[src/rtl/ex_operand_latch.sv]
// ID/EX pipeline register for the 16-bit execute stage.
// Captures decoded fields, forwards EX/MEM and MEM/WB results, and handles stall/flush.
module ex_operand_latch #(
    parameter int DATA_W = 16,
    parameter int REG_W  = 4,
    parameter int OPC_W  = 4
) (
    input  logic              clk,
    input  logic              rst_n,
    input  logic              stall,
    input  logic              flush,
    input  logic              id_valid,
    input  logic [OPC_W-1:0]  id_opcode,
    input  logic [REG_W-1:0]  id_rs_addr,
    input  logic [REG_W-1:0]  id_rt_addr,
    input  logic [REG_W-1:0]  id_rd_addr,
    input  logic [DATA_W-1:0] id_rs_data,
    input  logic [DATA_W-1:0] id_rt_data,
    input  logic [3:0]        id_imm,
    input  logic              id_wr_en,
    input  logic              exm_wr_en,
    input  logic [REG_W-1:0]  exm_rd_addr,
    input  logic [DATA_W-1:0] exm_result,
    input  logic              mwb_wr_en,
    input  logic [REG_W-1:0]  mwb_rd_addr,
    input  logic [DATA_W-1:0] mwb_result,
    output logic              ex_valid,
    output logic [OPC_W-1:0]  ex_opcode,
    output logic [DATA_W-1:0] ex_op_a,
    output logic [DATA_W-1:0] ex_op_b,
    output logic [REG_W-1:0]  ex_rd_addr,
    output logic              ex_wr_en,
    output logic [DATA_W-1:0] shift_in,
    output logic [3:0]        shift_val,
    output logic              shift_mode,
    output logic              ex_is_shift,
    output logic              ex_is_ror
);

    localparam logic [OPC_W-1:0] OPC_SLL = OPC_W'(4);
    localparam logic [OPC_W-1:0] OPC_SRA = OPC_W'(5);
    localparam logic [OPC_W-1:0] OPC_ROR = OPC_W'(6);

    logic              valid_q,   valid_d;
    logic [OPC_W-1:0]  opcode_q,  opcode_d;
    logic [REG_W-1:0]  rs_addr_q, rs_addr_d;
    logic [REG_W-1:0]  rt_addr_q, rt_addr_d;
    logic [REG_W-1:0]  rd_addr_q, rd_addr_d;
    logic [DATA_W-1:0] rs_data_q, rs_data_d;
    logic [DATA_W-1:0] rt_data_q, rt_data_d;
    logic [3:0]        imm_q,     imm_d;
    logic              wr_en_q,   wr_en_d;

    logic [DATA_W-1:0] op_a, op_b;

    // EX/MEM is the younger producer so it is tested first; r0 is hardwired and never forwarded.
    function automatic logic [DATA_W-1:0] fwd_operand(
        input logic [REG_W-1:0]  addr,
        input logic [DATA_W-1:0] reg_data,
        input logic              e_we,
        input logic [REG_W-1:0]  e_rd,
        input logic [DATA_W-1:0] e_res,
        input logic              m_we,
        input logic [REG_W-1:0]  m_rd,
        input logic [DATA_W-1:0] m_res
    );
        logic [DATA_W-1:0] r;
        r = reg_data;
        if (addr != '0) begin
            if (e_we && (e_rd == addr))      r = e_res;
            else if (m_we && (m_rd == addr)) r = m_res;
        end
        return r;
    endfunction

    always_comb begin
        op_a = fwd_operand(rs_addr_q, rs_data_q, exm_wr_en, exm_rd_addr, exm_result,
                           mwb_wr_en, mwb_rd_addr, mwb_result);
        op_b = fwd_operand(rt_addr_q, rt_data_q, exm_wr_en, exm_rd_addr, exm_result,
                           mwb_wr_en, mwb_rd_addr, mwb_result);
    end

    always_comb begin
        valid_d   = valid_q;
        opcode_d  = opcode_q;
        rs_addr_d = rs_addr_q;
        rt_addr_d = rt_addr_q;
        rd_addr_d = rd_addr_q;
        rs_data_d = rs_data_q;
        rt_data_d = rt_data_q;
        imm_d     = imm_q;
        wr_en_d   = wr_en_q;
        if (flush) begin
            valid_d   = 1'b0;
            opcode_d  = '0;
            rs_addr_d = '0;
            rt_addr_d = '0;
            rd_addr_d = '0;
            rs_data_d = '0;
            rt_data_d = '0;
            imm_d     = '0;
            wr_en_d   = 1'b0;
        end else if (stall) begin
            // Re-capture forwarded operands so a producer retiring mid-stall is not lost.
            rs_data_d = op_a;
            rt_data_d = op_b;
        end else begin
            valid_d   = id_valid;
            opcode_d  = id_opcode;
            rs_addr_d = id_rs_addr;
            rt_addr_d = id_rt_addr;
            rd_addr_d = id_rd_addr;
            rs_data_d = id_rs_data;
            rt_data_d = id_rt_data;
            imm_d     = id_imm;
            wr_en_d   = id_wr_en;
        end
    end

    always_ff @(posedge clk or negedge rst_n) begin
        if (!rst_n) begin
            valid_q   <= 1'b0;
            opcode_q  <= '0;
            rs_addr_q <= '0;
            rt_addr_q <= '0;
            rd_addr_q <= '0;
            rs_data_q <= '0;
            rt_data_q <= '0;
            imm_q     <= '0;
            wr_en_q   <= 1'b0;
        end else begin
            valid_q   <= valid_d;
            opcode_q  <= opcode_d;
            rs_addr_q <= rs_addr_d;
            rt_addr_q <= rt_addr_d;
            rd_addr_q <= rd_addr_d;
            rs_data_q <= rs_data_d;
            rt_data_q <= rt_data_d;
            imm_q     <= imm_d;
            wr_en_q   <= wr_en_d;
        end
    end

    assign ex_valid    = valid_q;
    assign ex_opcode   = opcode_q;
    assign ex_op_a     = op_a;
    assign ex_op_b     = op_b;
    assign ex_rd_addr  = rd_addr_q;
    assign ex_wr_en    = valid_q & wr_en_q;
    assign shift_in    = op_a;
    assign shift_val   = imm_q;
    assign shift_mode  = opcode_q[0];
    assign ex_is_shift = valid_q & ((opcode_q == OPC_SLL) | (opcode_q == OPC_SRA));
    assign ex_is_ror   = valid_q & (opcode_q == OPC_ROR);

endmodule

[config.mk]
export PLATFORM = sky130hd
export DESIGN_NAME = ex_operand_latch
export DESIGN_NICKNAME = d
export VERILOG_FILES = /design/src/rtl/ex_operand_latch.sv
export SDC_FILE = /design/constraint.sdc
export NUM_CORES = 1
export LEC_CHECK = 0
export ABC_CLOCK_PERIOD_IN_PS = 2500
export CORE_MARGIN = 8
export CORE_UTILIZATION = 30
export DETAILED_ROUTE_END_ITERATION = 8
export PLACE_DENSITY_LB_ADDON = 0.25
export SETUP_SLACK_MARGIN = 0.2
export SYNTH_ARGS = -nofsm -noshare
export SYNTH_HDL_FRONTEND = slang
export SYNTH_SLANG_ARGS = --single-unit
export TNS_END_PERCENT = 100
[constraint.sdc]
create_clock -name clk -period 2.5 [get_ports clk]
set_clock_uncertainty 0.1 [all_clocks]
set_input_delay 0.25 -clock clk [delete_from_list [all_inputs] [get_ports clk]]
set_output_delay 0.25 -clock clk [all_outputs]
set_load 0.01 [all_outputs]
## Word level (Yosys, flattened, before mapping)

Index checks and enable logic that the tools add are counted.

- Eq/ne operators: 8
- Mux-type cells: 24
- Bitwise gates (word level): 4
- Reductions and logical operators: 6

Operator list:

| kind | count |
|---|---|
| $mux 16 | 10 |
| $mux 4 | 10 |
| $eq 4x4->1 | 4 |
| $eq 4x3->1 const B | 3 |
| $reduce_bool 4->1 | 2 |
| $logic_and 1x1->1 | 4 |
| $mux 1 | 4 |
| $and 1x1->1 | 3 |
| $ne 2x1->1 const B | 1 |
| $or 1x1->1 | 1 |

- Flip-flop bits (word level): 54
- Bits of input ports: 100
- Logic and storage cells: 51

## Depth between registers and ports, before layout

Gate-level depths: netlist (run 1).

- Depth in word-level cells: 7
- Depth in mapped cells: 8
- Depth with buffers taken out: 4

## Worst setup path before layout (run 1)

OpenSTA, ideal clock, no wires.

- Path kind: flip-flop to output port
- Start: reg rs_addr_q[0]
- End: out shift_in[10]
- Data arrival time: 1.830 ns
- Required time: 2.150 ns
- Slack: 0.320 ns
- Cell stages (with the launch flop): 7
- Buffers on the path: 3
- Cells stage by stage: dfrtp_1 o41ai_2 buf_2 a2bb2oi_2 buf_2 a221o_1 buf_4

- Cells in the longest elaborated chain, start to end: 5
- Elaborated cells on any way between the ends: 8

RTL lines:

| what | RTL line | RTL |
|---|---|---|
| start: declaration | 46 | `logic [REG_W-1:0] rs_addr_q, rs_addr_d;` |
| start signal: assignment | 134 | `rs_addr_q <= rs_addr_d;` |
| $eq 4x4->1 | 71 | `else if (m_we && (m_rd == addr)) r = m_res;` |
| $logic_and 1x1->1 | 71 |  |
| $mux 16 | 71 |  |
| $mux 16 | 70 | `if (e_we && (e_rd == addr)) r = e_res;` |
| $mux 16 * | 69 | `if (addr != '0) begin` |
| end: declaration | 33 | `output logic [DATA_W-1:0] shift_in,` |

Every way passes the cells marked *; elsewhere a longest branch is shown, timed or not.

## Worst setup path in the final report (run 1)

- Start: reg rs_addr_q[1]
- End: out shift_in[3]

Same word-level chain as after synthesis.

==> metrics, run 1 <==
Area contributors post-synth dfrtp_1 (33%), o221ai_1 (7.8%), mux2i_1 (5.3%), a31oi_1 (5.1%), a221o_1 (3.6%); CP Launch Type flop; Synth-to-Final Area Change 82.2%; Remaining DRCs 0; layout cells sized above 1 38.1%; Clock Sinks 54; hold path startpoint flush; port bufs 164; Fin Hold WS 0.281 ns; first-pass GRT wire length 29200 µm; Crit-path slowest cell dfrtp_2; max-slew violation count 0; Synth cell types 39; dominant synthesized flop cell dfrtp_1; Setup crit start rs_addr_q[1]$_DFFE_PN0P_; share of the synthesized area in the top cell type 32.7%; CTS clk-pin slew, worst paths 0.07 ns; worst r2r src rs_addr_q[1]$_DFFE_PN0P_; # H-tree levels 2; #FFs+latches synth 54; Die ar. 17800 µm²; Critical Path, Cell by Cell buf_6 -> o41ai_4 -> buf_4 -> a211oi_4 -> buf_12 -> a221o_1 -> buf_2; Starting Density 30.2%; DRT antenna net count 0; Final #Nets 761; Tot GR Track Use 20.8%; number of global-route vias before repair 4905; CP Data Arrival Time 2.20 ns; Leak Pwr 3.11 nW; Mapped Avg Cell Area 9.16 µm²; synth warn 0; crit path capture type output port; Final period util 102%; total gr overflow 0; hpwl dp 14000 µm; clock latency on the worst-skew pair 0.30 ns; Final WS setup -0.0503 ns; CTS buffer count 5; worst path required time 2.15 ns; Ports 165; mapped cell area 4130 µm²; critical path type flop to output port; Max-slew headroom 52.9%; Core Box Area 13700 µm²; top cell types by occurrence after synthesis dfrtp_1 (54), o221ai_1 (37), clkbuf_1 (35); Crit path largest cell delay 0.47 ns; sequential area share after synthesis 32.7%; Die H 133 µm; Finish-stage setup viols 30; DP Area 6270 µm²; Avg WL per Cell 24.2 µm; final wirelength 20300 µm; GP Congestion 0.966; Initial DRT Pass Iterations 5; CTS tree built; leading area contributor after synthesis dfrtp_1; Max Fanout on Critical Path 15; Final Hold Fails 0; Layout Cells excl Fill 842; chip width 133 µm; violated checks setup timing; site row count 43; Fmax 0.392 GHz; Peak VDD IR 246 µV; Max-cap violations 0; placed insts 798; vias per cell 5.84; final setup TNS -0.872 ns; PD cells 395 nW/µm²; Synth Instances 451; unrepaired setup endpoints after global routing yes; Least-Margin Pin Slew 0.707 ns; syn nets 551; Root Driver clkbuf_16; largest net degree at the start of global routing 35; Pwr Total 2.97 mW; initial DRC count 432; via count 4917; Finished Cell Area 7530 µm²; Post-synth EDFFs 0; Final min period 2.55 ns; CTS Buffer Depth 2; count leader, synth dfrtp_1; hold crit path type primary input to flop; status finished with violations; number of antenna violations at the first check in global routing 1; ys async rst share 100%
-- timing repair --
action / in CTS / in global routing
cloned: 4 / 7
endpoints found under the setup margin: 48 / 48
hold buffers: 1 / 0
resized for setup: 285 / 54
setup buffers: 10 / 14
hold endpoints to repair: 26 / 0
pin swaps: 7 / 33
-- worst max-delay path: cells and delay by family (launching register included) --
family                 cells  cell delay (ns)
AOI/OAI and AO/OA          3             0.77
buffers and inverters      4             0.65
DFF                        1             0.47
-- registers in the layout, summed over array words and instances (netlist names) --
register and flops:
rs_data_q 16, ex_valid 1, shift_val 4, rt_addr_q 4, rs_addr_q 4, ex_rd_addr 4, wr_en_q 1, rt_data_q 16
ex_opcode 4
-- metrics by stage --
stage | worst slack [ns] | util [%]
after detailed placement | -0.885 | 45.9
after CTS | -0.0300 | 50.7
after floorplan | 0.320 | -
final | -0.0503 | 55.1
after global routing | -0.108 | 55.1
after global placement | -0.788 | 45.9
-- cell usage in the layout, fill, tap and decap left out, types with 14 or more instances in the layout --
cell type	Yosys	routed
nand2_1	15	15
and2_1	16	16
nor2b_1	16	16
buf_2	15	47
nor3_1	15	14
inv_1	16	16
mux2i_1	22	22
a221o_1	15	15
a41oi_1	15	15
buf_4	17	75
dfrtp_1	54	47
buf_6	1	18
o221ai_4	0	16
clkdlybuf4s50_1	0	107
o21bai_1	17	17
o221ai_1	37	20
nor2_1	25	25
a31oi_1	34	34
-- power breakdown --
part | total [mW] | internal, mW | switching (mW)
clock | 0.693 | 0.367 | 0.326
combinational | 1.30 | 0.634 | 0.665
sequential | 0.981 | 0.929 | 0.0518
total | 2.97 | 1.93 | 1.04
-- cells by family after synthesis --
kind of cell	share of synthesized area [%]
buffers and inverters	10.2
DFF	32.7
AOI/OAI and AO/OA	34.6
xor gates and xnor gates	3.79
muxes	5.33
and+or+nand+nor	13.4
-- cell type report --
class	instances	area, µm²
fill	1147	6140
multi-input combinational	309	3160
timing repair buffer	274	2580
sequential	54	1360
tap	180	225
clock buffer	6	129
inverter	17	63.8
clock inverter	1	7.51
antenna	1	2.50
-- metal layers --
layer	part of all wire, %	global-route usage, %
met1	40	25.3
met2	51	36.4
met3	4.7	2.45
met4	4.2	8.36
met5	0	0
-- final timing paths --
check                      depth (start not counted)  slack [ns]                   endpoint
min in group asynchronous                          2        0.44   ex_opcode[1]$_DFFE_PN0P_
max reg2reg                                        8        0.38     rs_data_q[2]$_DFF_PN0_
max                                                7       -0.05                shift_in[3]
max in group asynchronous                          3        1.25   rt_addr_q[2]$_DFFE_PN0P_
min                                                2        0.28  ex_rd_addr[2]$_DFFE_PN0P_
min reg2reg                                        2        0.43        wr_en_q$_DFFE_PN0P_
No activity file was read; power rests on OpenSTA's default activity.
==> inputs of run 2 (changes only) <==
- SLEW_MARGIN: unset -> 20
==> results of run 2 <==
No change in the layout: final DEF, timing and power equal those of run 1.
==> inputs of run 3 (changes only) <==
- HOLD_SLACK_MARGIN: unset -> 0.06
==> results of run 3 <==
No change in the layout: final DEF, timing and power equal those of run 1.
